--- config.mk ---
export PLATFORM = sky130hd
export DESIGN_NAME = fibo_seq_engine_flat
export DESIGN_NICKNAME = d
export VERILOG_FILES = /design/src/rtl/fibo_seq_engine_if.sv /design/src/rtl/fibo_seq_engine.sv /design/src/flat_wrapper.sv
export SDC_FILE = /design/constraint.sdc
export NUM_CORES = 1
export LEC_CHECK = 0
export CAP_MARGIN = 20
export CELL_PAD_IN_SITES_DETAIL_PLACEMENT = 0
export CELL_PAD_IN_SITES_GLOBAL_PLACEMENT = 2
export CORE_ASPECT_RATIO = 0.7
export CORE_MARGIN = 1
export CORE_UTILIZATION = 34
export DETAILED_ROUTE_END_ITERATION = 10
export PLACE_DENSITY_LB_ADDON = 0.1
export SYNTH_ARGS = -nofsm -noshare
export SYNTH_HDL_FRONTEND = slang
export SYNTH_SLANG_ARGS = --single-unit
--- constraint.sdc ---
create_clock -name clk -period 4 [get_ports clk]
set_input_delay 0.8 -clock clk [delete_from_list [all_inputs] [get_ports clk]]
set_output_delay 0.8 -clock clk [all_outputs]
set_load 0.01 [all_outputs]
--- src/rtl/fibo_seq_engine_if.sv ---
// fibo_seq_engine_if: request/result handshake bundle for fibo_seq_engine
// master (requester): drives start_valid, seed0, seed1, order, abort, res_ready
// slave (engine): drives start_ready, res_valid, result, overflow, err
// FIBO_STREAM_EN adds term_valid, term_data, term_index driven by the slave
interface fibo_seq_engine_if #(
  parameter int DATA_WIDTH = 64,
  parameter int ORDER_WIDTH = 16
);
  logic start_valid;
  logic start_ready;
  logic [DATA_WIDTH-1:0] seed0;
  logic [DATA_WIDTH-1:0] seed1;
  logic [ORDER_WIDTH-1:0] order;
  logic abort;
  logic res_valid;
  logic res_ready;
  logic [DATA_WIDTH-1:0] result;
  logic overflow;
  logic err;
`ifdef FIBO_STREAM_EN
  logic term_valid;
  logic [DATA_WIDTH-1:0] term_data;
  logic [ORDER_WIDTH-1:0] term_index;
`endif
  modport master (
`ifdef FIBO_STREAM_EN
    input term_valid, term_data, term_index,
`endif
    output start_valid, seed0, seed1, order, abort, res_ready,
    input start_ready, res_valid, result, overflow, err
  );
  modport slave (
`ifdef FIBO_STREAM_EN
    output term_valid, term_data, term_index,
`endif
    input start_valid, seed0, seed1, order, abort, res_ready,
    output start_ready, res_valid, result, overflow, err
  );
endinterface

--- src/rtl/fibo_seq_engine.sv ---
// fibo_seq_engine: computes T(n) of T(1)=seed0, T(2)=seed1, T(k)=T(k-1)+T(k-2)
// ports: clk, rst_n (async active-low), bus (fibo_seq_engine_if.slave)
// request accepted on start_valid & start_ready; result held in DONE until res_ready or abort
// result is all-ones with overflow=1 on carry-out, 0 with err=1 for order==0
// FIBO_STREAM_EN: also pulses term_valid with term_data/term_index for every computed term
module fibo_seq_engine #(
  parameter int DATA_WIDTH = 64,
  parameter int ORDER_WIDTH = 16
) (
  input logic clk,
  input logic rst_n,
  fibo_seq_engine_if.slave bus
);
  typedef enum logic [1:0] {IDLE, CALC, DONE} state_t;
  state_t state_q, state_d;
  logic [DATA_WIDTH-1:0] prev_q, prev_d, cur_q, cur_d, result_q, result_d;
  logic [ORDER_WIDTH-1:0] k_q, k_d, n_q, n_d;
  logic overflow_q, overflow_d, err_q, err_d;
  logic [DATA_WIDTH:0] sum;
  logic last;
  assign sum = {1'b0, prev_q} + {1'b0, cur_q};
  // widened compare so k+1 cannot wrap when n sits at the top of the order range
  assign last = ({1'b0, k_q} + (ORDER_WIDTH+1)'(1)) == {1'b0, n_q};
`ifdef FIBO_STREAM_EN
  logic term_valid_q, term_valid_d;
  logic [DATA_WIDTH-1:0] term_data_q, term_data_d;
  logic [ORDER_WIDTH-1:0] term_index_q, term_index_d;
`endif
  always_comb begin
    state_d = state_q;
    prev_d = prev_q;
    cur_d = cur_q;
    k_d = k_q;
    n_d = n_q;
    result_d = result_q;
    overflow_d = overflow_q;
    err_d = err_q;
`ifdef FIBO_STREAM_EN
    term_valid_d = 1'b0;
    term_data_d = term_data_q;
    term_index_d = term_index_q;
`endif
    unique case (state_q)
      IDLE: if (bus.start_valid) begin
        n_d = bus.order;
        prev_d = bus.seed0;
        cur_d = bus.seed1;
        k_d = ORDER_WIDTH'(2);
        overflow_d = 1'b0;
        err_d = bus.order == '0;
        result_d = bus.order == ORDER_WIDTH'(1) ? bus.seed0 :
                   bus.order == ORDER_WIDTH'(2) ? bus.seed1 : '0;
        state_d = bus.order >= ORDER_WIDTH'(3) ? CALC : DONE;
      end
      CALC: if (bus.abort) state_d = IDLE;
      else if (sum[DATA_WIDTH]) begin
        state_d = DONE;
        result_d = '1;
        overflow_d = 1'b1;
      end else begin
`ifdef FIBO_STREAM_EN
        term_valid_d = 1'b1;
        term_data_d = sum[DATA_WIDTH-1:0];
        term_index_d = k_q + ORDER_WIDTH'(1);
`endif
        if (last) begin
          state_d = DONE;
          result_d = sum[DATA_WIDTH-1:0];
        end else begin
          prev_d = cur_q;
          cur_d = sum[DATA_WIDTH-1:0];
          k_d = k_q + ORDER_WIDTH'(1);
        end
      end
      DONE: state_d = bus.abort || bus.res_ready ? IDLE : DONE;
      default: state_d = IDLE;
    endcase
  end
  always_ff @(posedge clk or negedge rst_n) begin
    if (!rst_n) begin
      state_q <= IDLE;
      prev_q <= '0;
      cur_q <= '0;
      k_q <= '0;
      n_q <= '0;
      result_q <= '0;
      overflow_q <= 1'b0;
      err_q <= 1'b0;
    end else begin
      state_q <= state_d;
      prev_q <= prev_d;
      cur_q <= cur_d;
      k_q <= k_d;
      n_q <= n_d;
      result_q <= result_d;
      overflow_q <= overflow_d;
      err_q <= err_d;
    end
  end
`ifdef FIBO_STREAM_EN
  always_ff @(posedge clk or negedge rst_n) begin
    if (!rst_n) begin
      term_valid_q <= 1'b0;
      term_data_q <= '0;
      term_index_q <= '0;
    end else begin
      term_valid_q <= term_valid_d;
      term_data_q <= term_data_d;
      term_index_q <= term_index_d;
    end
  end
  assign bus.term_valid = term_valid_q;
  assign bus.term_data = term_data_q;
  assign bus.term_index = term_index_q;
`endif
  assign bus.start_ready = state_q == IDLE;
  assign bus.res_valid = state_q == DONE;
  assign bus.result = result_q;
  assign bus.overflow = overflow_q;
  assign bus.err = err_q;
endmodule
--- src/flat_wrapper.sv ---
// flat-port wrapper written by rule: the top's interface ports become plain ports
module fibo_seq_engine_flat 
#(
  parameter int DATA_WIDTH = 64,
  parameter int ORDER_WIDTH = 16
)
  (clk, rst_n, bus_start_valid, bus_seed0, bus_seed1, bus_order, bus_abort, bus_res_ready, bus_start_ready, bus_res_valid, bus_result, bus_overflow, bus_err);
  fibo_seq_engine_if #(.DATA_WIDTH(DATA_WIDTH), .ORDER_WIDTH(ORDER_WIDTH)) bus_i ();
  input logic clk;
  input logic rst_n;
  input wire logic [$bits(bus_i.start_valid)-1:0] bus_start_valid;
  input wire logic [$bits(bus_i.seed0)-1:0] bus_seed0;
  input wire logic [$bits(bus_i.seed1)-1:0] bus_seed1;
  input wire logic [$bits(bus_i.order)-1:0] bus_order;
  input wire logic [$bits(bus_i.abort)-1:0] bus_abort;
  input wire logic [$bits(bus_i.res_ready)-1:0] bus_res_ready;
  output wire logic [$bits(bus_i.start_ready)-1:0] bus_start_ready;
  output wire logic [$bits(bus_i.res_valid)-1:0] bus_res_valid;
  output wire logic [$bits(bus_i.result)-1:0] bus_result;
  output wire logic [$bits(bus_i.overflow)-1:0] bus_overflow;
  output wire logic [$bits(bus_i.err)-1:0] bus_err;
  assign bus_i.start_valid = bus_start_valid;
  assign bus_i.seed0 = bus_seed0;
  assign bus_i.seed1 = bus_seed1;
  assign bus_i.order = bus_order;
  assign bus_i.abort = bus_abort;
  assign bus_i.res_ready = bus_res_ready;
  assign bus_start_ready = bus_i.start_ready;
  assign bus_res_valid = bus_i.res_valid;
  assign bus_result = bus_i.result;
  assign bus_overflow = bus_i.overflow;
  assign bus_err = bus_i.err;
  fibo_seq_engine #(.DATA_WIDTH(DATA_WIDTH), .ORDER_WIDTH(ORDER_WIDTH)) u_core (.clk(clk), .rst_n(rst_n), .bus(bus_i));
endmodule
==> impl_metrics.ini <==
[die]
die_h_um = 181.8
start_util = 0.3467
top_level_ports = 217
row_count = 65
die_w_um = 258.9
die_area_um2 = 47080
core_region_area_um2 = 45300

[power_and_ir_drop]
power_switching_w = 0.009463
p_total_w = 0.01941
pwr-share-seq = 0.213
p_leak_nw = 8.420
ir_drop_mv = 0.6143
powerDensity_nw_per_um2 = 995.7
p_int_w = 0.009950
sw_frac_of_total = 0.4874
clock_power_share = 0.133
combPwrFrac = 0.654

[cts]
holdBufCountCts = 0
cts_buffer_depth = 3
path_clk_slew_ns = 0.07
clockRootBuffer = clkbuf_16
postCtsSetupRepairBufs = 0
htreeDepth = 1
clk_latency_ns = 0.56
numCtsBuffers = 26
cts_tree = built
cts_sinks = 228

[final_layout]
final_nets = 2218
syn2layout_area_growth_pct = 24.12
nFillCells = 4491
drive_above_1_share = 0.06436

[synthesis]
syn_area_per_cell_um2 = 8.551
yosysSeqAreaShare = 0.3632
synthArstFlopShare = 1.000
ys_ff_latch = 228
yosysWarnings = 0
syn_nets = 2052
synth-edff-count = 0
ys_top_cells_by_count = nand2_1, o21ai_0, dfrtp_1, a21oi_1
yosysTopAreaCellShare = 0.3632
syn_area_um2 = 15710
ys_types = 69
synth_most_common_cell = nand2_1
netlist_instances = 1837
synth_top_area_cell = dfrtp_1
synth_top_cells_by_area = dfrtp_1, o21ai_0, nand2_1
synth_flop_cell = dfrtp_1

[status]
status = finished, final reports clean

[global_route]
antenna_found_initial = 2
grt_overflow = 0
gr-usage-all-layers = 0.2320
grt_use_met1 = 0.3590
grt_pass1_wl_um = 85920
first_global_vias = 14190
use_met3 = 0.03280
met2_usage = 0.3385
busiest_layer = met1
grt_max_degree = 135

[sta]
relSlewSlack = 0.3281
tns_ns = 0
slew_viol_final = 0
min_period_ns = 3.716
setup_viol = 0
max_freq_mhz = 269.1
rsz0062_at_grt = no
finalCritPeriodShare = 0.9291
hold_viol_final = 0
skew_ns = 0.01782
worstMarginPinSlew_ns = 1.008

[setup_path]
worstPathArrival_ns = 4.15
reg2reg_to = u_core.k_q[8]$_DFFE_PN0P_
cp.required_ns = 4.44
setup.worst_path.start_class = register
r2r_slack_ns = 0.28
cp-startpoint = u_core.cur_q[0]$_DFFE_PN0P_
reg2reg_from = u_core.cur_q[0]$_DFFE_PN0P_
cp-end-kind = register
r2r_cells = 12
cp_max_fo = 24
path_class = reg2reg

[detailed_routing]
wirelength_um = 54710
ant_nets = 0
viasPerCell = 5.575
drt_iter0_markers = 1157
drcViolationCount = 0
wl_per_cell_um = 20.84
vias = 14640
drt-pass1-iter-count = 6

[flow_run]
maxCapViolCount = 0

[placed_design]
dp_hpwl_um = 40180
io_buffers = 216
routabilityCongestion = 0.8621

[hold_path]
hp-class = in2async
final cells by class:
class                           instances  area [um2]  share of cell area
Sequential cell                       228        5705              0.2926
Clock inverter                          7       118.9            0.006097
Antenna cell                            2       5.005           0.0002567
Multi-Input combinational cell       1449        9310              0.4775
Clock buffer                           38       767.0             0.03934
Tap cell                              603       754.5             0.03870
Timing Repair Buffer                  272        2738              0.1404
Inverter                               26       97.59            0.005006
kinds of logic after synthesis:
group | after synthesis | share of synthesized area
buffers and inverters | 160 | 0.04628
AOI/OAI and AO/OA | 662 | 0.2690
xor gates and xnor gates | 70 | 0.03903
muxes | 111 | 0.07201
adders and majority gates | 66 | 0.05305
DFF | 228 | 0.3632
and+or+nand+nor | 540 | 0.1574
sequential cells by signal, summed over array words and instances (netlist names):
| name | cells |
|---|---|
| u_core.bus.result | 64 |
| u_core.n_q | 16 |
| u_core.bus.err | 1 |
| u_core.cur_q | 64 |
| u_core.bus.overflow | 1 |
| u_core.state_q | 2 |
| u_core.prev_q | 64 |
| u_core.k_q | 16 |
how the worst max path moves through the flow:
| stage | depth (start not counted) | slack, ns | to |
|---|---|---|---|
| floorplan | 13 | 0.72 | u_core.bus.result[56]$_DFFE_PN0P_ |
| global placement | 9 | 0.17 | u_core.cur_q[42]$_DFFE_PN0P_ |
| detailed placement | 9 | 0.18 | u_core.cur_q[48]$_DFFE_PN0P_ |
| CTS | 9 | 0.15 | u_core.cur_q[40]$_DFFE_PN0P_ |
| global route | 12 | 0.06 | u_core.k_q[13]$_DFFE_PN0P_ |
| finish | 12 | 0.28 | u_core.k_q[8]$_DFFE_PN0P_ |
timing repair:
item	in CTS	in global routing
resized for setup	0	2
setup endpoints to repair	0	54
endpoints found under the hold margin	0	0
metrics by stage:
stage               setup WS, ns  std cells  hold WS, ns  cell area, um2  utilization
floorplan                 0.7207       1837       0.4534           15710            -
global placement          0.1724       2578       0.4616           18600       0.4105
detailed placement        0.1816       2578       0.4651           18600       0.4105
CTS                       0.1468       2623       0.2789           19480       0.4301
global route             0.06376       2624       0.3063           19490       0.4303
finish                    0.2835       2625       0.2538           19500       0.4304
power by group through the flow:
stage | clock network (W) | logic, W | registers [W]
after floorplan | 0 | 0.00852 | 0.00405
after global placement | 0 | 0.0126 | 0.00415
after detailed placement | 0 | 0.0126 | 0.00417
after CTS | 0.00266 | 0.0127 | 0.00414
after global routing | 0.00275 | 0.0140 | 0.00428
final | 0.00258 | 0.0127 | 0.00413
placed cells by master, fill, tap and decap left out, types with 39 or more instances in the layout:
cell and instances:
mux2i_1 95, a21o_1 68, a211oi_1 39, o21ai_0 239
nand2_1 264, buf_4 44, dfrtp_1 228, xnor2_1 41
a21oi_1 126, nor2_1 95, ha_1 65, clkdlybuf4s50_1 215
critical path, cell delays in order (launching register included):
cell and delay, ns:
dfrtp_1 0.40, ha_1 0.25, fa_1 0.44, a211oi_1 0.30, o21ai_1 0.17, o21ai_1 0.26, a21oi_1 0.15, o211ai_1 0.38
and3_1 0.32, a31oi_4 0.18, or2_1 0.30, buf_12 0.18, o41ai_1 0.27
layer usage:
layer | up-vias | share of wire
li1 | 7102 | -
met1 | 7140 | 0.51
met2 | 341 | 0.42
met3 | 52 | 0.045
met4 | 0 | 0.017
met5 | - | 0
No activity file was read; power rests on OpenSTA's default activity.
